--- src/rtl/fetch_pkg.sv ---
// Shared types and constants for the instruction fetch unit.
package fetch_pkg;

  localparam logic [31:0] FETCH_INCR = 32'd4;

  typedef struct packed {
    logic [31:0] pc;
    logic [31:0] inst;
  } fetch_entry_t;

  typedef enum logic {
    RUN,
    HOLD
  } fetch_state_t;

  // Instruction addresses are word aligned; low bits are forced to zero.
  function automatic logic [31:0] align_pc(input logic [31:0] pc);
    return pc & ~32'h3;
  endfunction

endpackage

--- src/rtl/fetch_fifo.sv ---
// Synchronous FIFO of {pc, inst} entries with a synchronous flush.
module fetch_fifo
  import fetch_pkg::*;
#(
  parameter int unsigned DEPTH = 4,
  localparam int unsigned PtrW = $clog2(DEPTH),
  localparam int unsigned CntW = PtrW + 1
) (
  input  logic              clk_i,
  input  logic              rst_i,
  input  logic              flush_i,
  input  logic              push_i,
  input  fetch_entry_t      data_i,
  input  logic              pop_i,
  output logic              valid_o,
  output fetch_entry_t      data_o,
  output logic [CntW-1:0]   count_o
);

  localparam logic [CntW-1:0] Full = CntW'(DEPTH);

  fetch_entry_t          mem_q [DEPTH];
  logic [PtrW-1:0]       wr_ptr_q, wr_ptr_d;
  logic [PtrW-1:0]       rd_ptr_q, rd_ptr_d;
  logic [CntW-1:0]       count_q, count_d;
  logic                  do_push, do_pop;

  always_comb begin
    do_push  = push_i && (count_q != Full);
    do_pop   = pop_i && (count_q != '0);
    wr_ptr_d = wr_ptr_q;
    rd_ptr_d = rd_ptr_q;
    count_d  = count_q;
    if (flush_i) begin
      wr_ptr_d = '0;
      rd_ptr_d = '0;
      count_d  = '0;
    end else begin
      if (do_push) wr_ptr_d = wr_ptr_q + 1'b1;
      if (do_pop)  rd_ptr_d = rd_ptr_q + 1'b1;
      if (do_push && !do_pop)      count_d = count_q + 1'b1;
      else if (do_pop && !do_push) count_d = count_q - 1'b1;
    end
  end

  always_ff @(posedge clk_i) begin
    if (rst_i) begin
      wr_ptr_q <= '0;
      rd_ptr_q <= '0;
      count_q  <= '0;
    end else begin
      wr_ptr_q <= wr_ptr_d;
      rd_ptr_q <= rd_ptr_d;
      count_q  <= count_d;
    end
  end

  always_ff @(posedge clk_i) begin
    if (do_push && !flush_i) mem_q[wr_ptr_q] <= data_i;
  end

  assign valid_o = (count_q != '0);
  assign data_o  = mem_q[rd_ptr_q];
  assign count_o = count_q;

endmodule

--- src/rtl/inst_fetch_unit.sv ---
// Instruction fetch initiator: credit-limited requests, in-order response buffering,
// and redirect handling that discards responses belonging to the old stream.
module inst_fetch_unit
  import fetch_pkg::*;
#(
  parameter int unsigned DEPTH    = 4,
  parameter logic [31:0] RESET_PC = 32'h0040_0000
) (
  input  logic        clock_i,
  input  logic        reset_i,
  input  logic        redirect_i,
  input  logic [31:0] redirect_pc_i,
  output logic        out_valid_o,
  input  logic        out_ready_i,
  output logic [31:0] out_inst_o,
  output logic [31:0] out_pc_o,
  output logic [31:0] mem_address_o,
  output logic        mem_read_enable_o,
  input  logic        mem_wait_req_i,
  input  logic        mem_valid_i,
  input  logic [31:0] mem_read_data_i
);

  localparam int unsigned CntW = $clog2(DEPTH) + 1;
  localparam logic [CntW:0] DepthW = (CntW + 1)'(DEPTH);

  fetch_state_t    state_q, state_d;
  logic [31:0]     fetch_pc_q, fetch_pc_d;
  logic [31:0]     resp_pc_q, resp_pc_d;
  logic [31:0]     target_q, target_d;
  logic [CntW-1:0] outstanding_q, outstanding_d;
  logic [CntW-1:0] discard_q, discard_d;
  logic            pending_q;

  logic [CntW-1:0] fifo_count;
  logic [CntW:0]   total;
  logic            fifo_valid;
  logic            credit_ok, accept, pend_now, drop_resp, push, pop;
  logic [31:0]     redir_pc;
  fetch_entry_t    push_entry, head_entry;

  // Credit counts stale requests too, so the FIFO can never overflow.
  assign total     = {1'b0, outstanding_q} + {1'b0, fifo_count};
  assign credit_ok = total < DepthW;

  assign mem_read_enable_o = !reset_i && (pending_q || credit_ok);
  assign mem_address_o     = fetch_pc_q;

  assign accept    = mem_read_enable_o && !mem_wait_req_i;
  assign pend_now  = mem_read_enable_o && mem_wait_req_i;
  assign drop_resp = (discard_q != '0);
  assign push      = mem_valid_i && !drop_resp && !redirect_i;
  assign pop       = fifo_valid && out_ready_i && !redirect_i;
  assign redir_pc  = align_pc(redirect_pc_i);

  assign push_entry = '{pc: resp_pc_q, inst: mem_read_data_i};

  always_comb begin
    state_d       = state_q;
    fetch_pc_d    = fetch_pc_q;
    resp_pc_d     = resp_pc_q;
    target_d      = target_q;
    outstanding_d = outstanding_q + CntW'(accept) - CntW'(mem_valid_i);
    discard_d     = discard_q;

    if (mem_valid_i && drop_resp) discard_d = discard_q - 1'b1;
    if (push) resp_pc_d = resp_pc_q + FETCH_INCR;

    unique case (state_q)
      RUN: begin
        if (accept) fetch_pc_d = fetch_pc_q + FETCH_INCR;
      end
      HOLD: begin
        // The held request belongs to the old stream; its response must be dropped.
        if (accept) begin
          fetch_pc_d = target_q;
          discard_d  = discard_d + 1'b1;
          state_d    = RUN;
        end
      end
      default: state_d = RUN;
    endcase

    if (redirect_i) begin
      resp_pc_d = redir_pc;
      discard_d = outstanding_d;
      if (pend_now) begin
        target_d = redir_pc;
        state_d  = HOLD;
      end else begin
        fetch_pc_d = redir_pc;
        state_d    = RUN;
      end
    end
  end

  always_ff @(posedge clock_i) begin
    if (reset_i) begin
      state_q       <= RUN;
      fetch_pc_q    <= RESET_PC;
      resp_pc_q     <= RESET_PC;
      target_q      <= RESET_PC;
      outstanding_q <= '0;
      discard_q     <= '0;
      pending_q     <= 1'b0;
    end else begin
      state_q       <= state_d;
      fetch_pc_q    <= fetch_pc_d;
      resp_pc_q     <= resp_pc_d;
      target_q      <= target_d;
      outstanding_q <= outstanding_d;
      discard_q     <= discard_d;
      pending_q     <= pend_now;
    end
  end

  fetch_fifo #(
    .DEPTH (DEPTH)
  ) u_fifo (
    .clk_i   (clock_i),
    .rst_i   (reset_i),
    .flush_i (redirect_i),
    .push_i  (push),
    .data_i  (push_entry),
    .pop_i   (pop),
    .valid_o (fifo_valid),
    .data_o  (head_entry),
    .count_o (fifo_count)
  );

  assign out_valid_o = fifo_valid;
  assign out_pc_o    = head_entry.pc;
  assign out_inst_o  = head_entry.inst;

endmodule

--- config.mk ---
export PLATFORM = sky130hd
export DESIGN_NAME = inst_fetch_unit
export DESIGN_NICKNAME = d
export VERILOG_FILES = /design/src/rtl/fetch_pkg.sv /design/src/rtl/fetch_fifo.sv /design/src/rtl/inst_fetch_unit.sv
export SDC_FILE = /design/constraint.sdc
export NUM_CORES = 1
export LEC_CHECK = 0
export ABC_AREA = 0
export CAP_MARGIN = 20
export CORE_MARGIN = 2
export CORE_UTILIZATION = 53
export CTS_BUF_LIST = sky130_fd_sc_hd__clkbuf_8
export CTS_CLUSTER_DIAMETER = 60
export DETAILED_ROUTE_END_ITERATION = 8
export PLACE_DENSITY = 0.87
export SLEW_MARGIN = 20
export SYNTH_ARGS = -nofsm -noshare
export SYNTH_HDL_FRONTEND = slang
export SYNTH_SLANG_ARGS = --single-unit
--- constraint.sdc ---
create_clock -name clock_i -period 3.1 [get_ports clock_i]
set_input_delay 0.31 -clock clock_i [delete_from_list [all_inputs] [get_ports clock_i]]
set_output_delay 0.31 -clock clock_i [all_outputs]
set_load 0.02 [all_outputs]
==> impl_results.md <==
* Worst-path fanout max at 34
* Setup violations, final at 0
* Worst R2R Path Depth at 13
* Syn-to-layout area delta at 21.7%
* Hold Path Class: in2reg
* Yosys warning count at 0
* Detailed router's first-iteration violation count at 950
* All-Layer GR Usage at 22.3%
* Total CTS buffers at 56
* Pwr per Cell Area at 601 nW/um^2
* IO Pins at 168
* Gr ovfl total at 0
* Vias in the first global route at 9511
* CTS root buf: clkbuf_8
* Die X at 171 um
* Longest Clk Path Bufs at 3
* Status: complete, no violations
* Hold depth at 3
* Setup TNS at 0 ns
* Syn avg cell area at 14.1 sq um
* DP Cell Count at 1564
* Slew margin rel. at 35.0%
* Switch Pwr at 2850 uW
* Complex-gate fraction of the synthesized area at 6.86%
* Post-Synth XOR/XNOR Area at 2.60%
* Via density at 5.77
* Primary FF master, synth: edfxtp_1
* Worst setup margin at 0.292 ns
* Dpl ws at 0.369 ns
* P_leak at 0.00610 uW
* Post-CTS setup repair buffer count at 0
* Comb pwr share at 15.2%
* Synth Area in Simple Gates at 10.8%
* H-tree depth at 2
* Final Skew at 0.0282 ns
* Crit path DAT at 2.50 ns
* Peak supply drop at 318 uV
* Post-synthesis adder-cell area fraction at 1.45%
* Worst Setup End Kind: output port
* Min Clock Period, post-route at 2.81 ns
* Hold violation total from the final report at 0
* Number of synthesized flops with an enable pin at 248
* CTS tree: built
* Initial antenna violation count at 0
* Non-Filler Instances at 1660
* Clock transition at the registers of the reported paths at 0.06 ns
* Fmax at 356 MHz
* # rows at 61
* GPL Wtd Cong at 0.897
* DRC at 0
* Final worst path period share at 90.6%
* Power Internal at 7980 uW
* Diodes inserted at 0
* Max cap viols at 0
* Async SR Flop Fraction at 0%
* Pin count of the biggest net entering global routing at 92
* Initial Util at 53.6%
* IO buf count at 163
* Cts repair resizes at 0
* Die height at 171 um
* Drt wl/cell at 19.7 um
* Sw Share at 26.4%
* DIE AREA at 29300 sq um
* First-pass GRT wire length at 50500 um
* DR pass1 iterations at 5
* Setup crit start kind: flip-flop
* Flop pwr share at 51.6%
* Cts hold-fix bufs at 0
* Multiplexer area fraction after synthesis at 10.8%
* CP required at 2.79 ns
* Clock latency on the worst-skew pair at 0.60 ns
* Worst slew pin tran at 0.975 ns
* Largest family of logic cells by synthesized area: multiplexers
* Filler Cell Count at 1968
* Synth Register Bits at 357
* Max-slew violation count at 0
* RSZ-0062 raised after global routing: no
* Post-Syn Instances at 1054
* Core area at 27600 sq um
* Via count at 9580
* Setup CP Type: reg2out
* Sink Count at 357
* Final #Nets at 1330
* Synth Cell Area at 14800 sq um
* Share of layout cells above drive strength 1 at 14.8%
* Total Routed Length at 32700 um
* Clock share of power at 33.2%
* Dpl hpwl at 21300 um
* Post-DRT Antenna Nets at 0
* Sequential share of the synthesized area at 65.0%
* Yosys cell types at 69
-- per-stage QoR --
stage               power, uW  util, %  cell area [sq um]  hold WS [ns]
detailed placement       7320     61.6              17000         0.444
global route            11300     65.3              18000         0.339
floorplan                6600        -              14800         0.398
global placement         7250     61.6              17000         0.441
CTS                     10900     65.3              18000         0.307
finish                  10800     65.3              18000         0.340
-- critical path: stages (launching register included) --
cell             delay, ns
dfxtp_4               0.46
buf_12                0.30
mux4_2                0.55
clkdlybuf4s50_1       0.58
-- registers in the layout, summed over array words and instances (netlist names), 3 cells and up, named ones only --
name and count:
resp_pc_q 30, target_q 30, mem_address_o 32, u_fifo.count_o 3, discard_q 3, outstanding_q 3
u_fifo.mem_q 248
-- cell usage after synthesis (4+ instances only) --
cell / instances / share of area (%)
o211a_1: 4 / 0.27
and3_1: 10 / 0.42
mux4_2: 62 / 9.4
and4_1: 7 / 0.41
dfxtp_1: 109 / 15
xnor2_1: 24 / 1.4
mux2i_1: 21 / 1.4
o21ai_0: 20 / 0.68
nand4_1: 8 / 0.34
clkbuf_1: 39 / 0.99
ha_1: 14 / 1.2
a22oi_1: 7 / 0.35
edfxtp_1: 248 / 50
inv_1: 24 / 0.61
xor2_1: 20 / 1.2
nand3_1: 21 / 0.71
a211oi_1: 17 / 0.86
nor2b_1: 6 / 0.25
buf_2: 13 / 0.44
nor4_1: 7 / 0.30
and2_1: 8 / 0.34
o221ai_1: 6 / 0.35
nor2_1: 69 / 1.7
nor3_2: 5 / 0.34
nor3_1: 16 / 0.54
buf_1: 5 / 0.13
a21oi_1: 65 / 2.2
a22o_1: 4 / 0.24
nand2_1: 116 / 2.9
or3_1: 8 / 0.34
a221oi_1: 6 / 0.35
-- metal layers --
layer,global-route usage [%],vias to the layer above,share of wire [%]
li1,-,4367,-
met1,29.6,4714,40
met2,36.5,444,48
met3,5.61,55,9.5
met4,7.00,0,2.0
met5,0,-,0
-- power by group through the flow --
stage / Combinational (uW) / Clock (uW) / Sequential [uW]
after floorplan: 916 / 0 / 5680
after global placement: 1590 / 0 / 5660
after detailed placement: 1640 / 0 / 5680
after CTS: 1650 / 3680 / 5590
after global routing: 1780 / 3880 / 5620
final: 1650 / 3590 / 5590
-- logic make-up (layout without fill, tap and decap cells) --
logic type | count (synthesis) | after routing
flip-flops | 357 | 357
AND/OR/NAND/NOR | 310 | 310
adder cells (fa/ha/maj) | 16 | 16
multiplexers | 83 | 83
XOR/XNOR | 44 | 44
other | 1 | 2
buffers and inverters | 87 | 314
AO/OA/AOI/OAI | 156 | 156
-- final cells by class --
cell class                      instances  area [sq um]  area share (%)
Clock buffer                           59           812            4.50
Clock inverter                         37           199            1.10
Inverter                               26          97.6           0.541
Multi-Input combinational cell        611          4830            26.8
Sequential cell                       357          9630            53.4
Tap cell                              378           473            2.62
Timing Repair Buffer                  192          1980            11.0
-- cell usage in the layout (no fill, tap or decap), types with 5 or more instances in the layout --
cell type,instances
xor2_1,20
nand3_1,21
buf_4,18
a22oi_1,7
clkinv_1,9
nor2b_1,6
clkdlybuf4s50_1,162
ha_1,14
edfxtp_1,248
dfxtp_1,107
and3_1,10
mux2i_1,21
nand2_1,116
nor3_1,16
buf_12,11
or3_1,8
clkbuf_8,59
clkinv_2,7
o221ai_1,6
a211oi_1,17
and4_1,7
a21oi_1,65
nor3_2,5
nor4_1,7
nand4_1,8
a221oi_1,6
nor2_1,69
mux4_2,62
inv_1,42
xnor2_1,24
o21ai_0,20
-- final timing paths --
| kind | endpoint | slack (ns) | start |
|---|---|---|---|
| min reg2reg | target_q[17] | 0.45 | target_q[17] |
| max reg2reg | discard_q[2] | 0.35 | u_fifo.count_o[2] |
| max | out_inst_o[10] | 0.29 | flip-flop |
| min | target_q[9] | 0.34 | redirect_pc_i[9] |
Note: power is estimated with default switching activity, not from simulation.
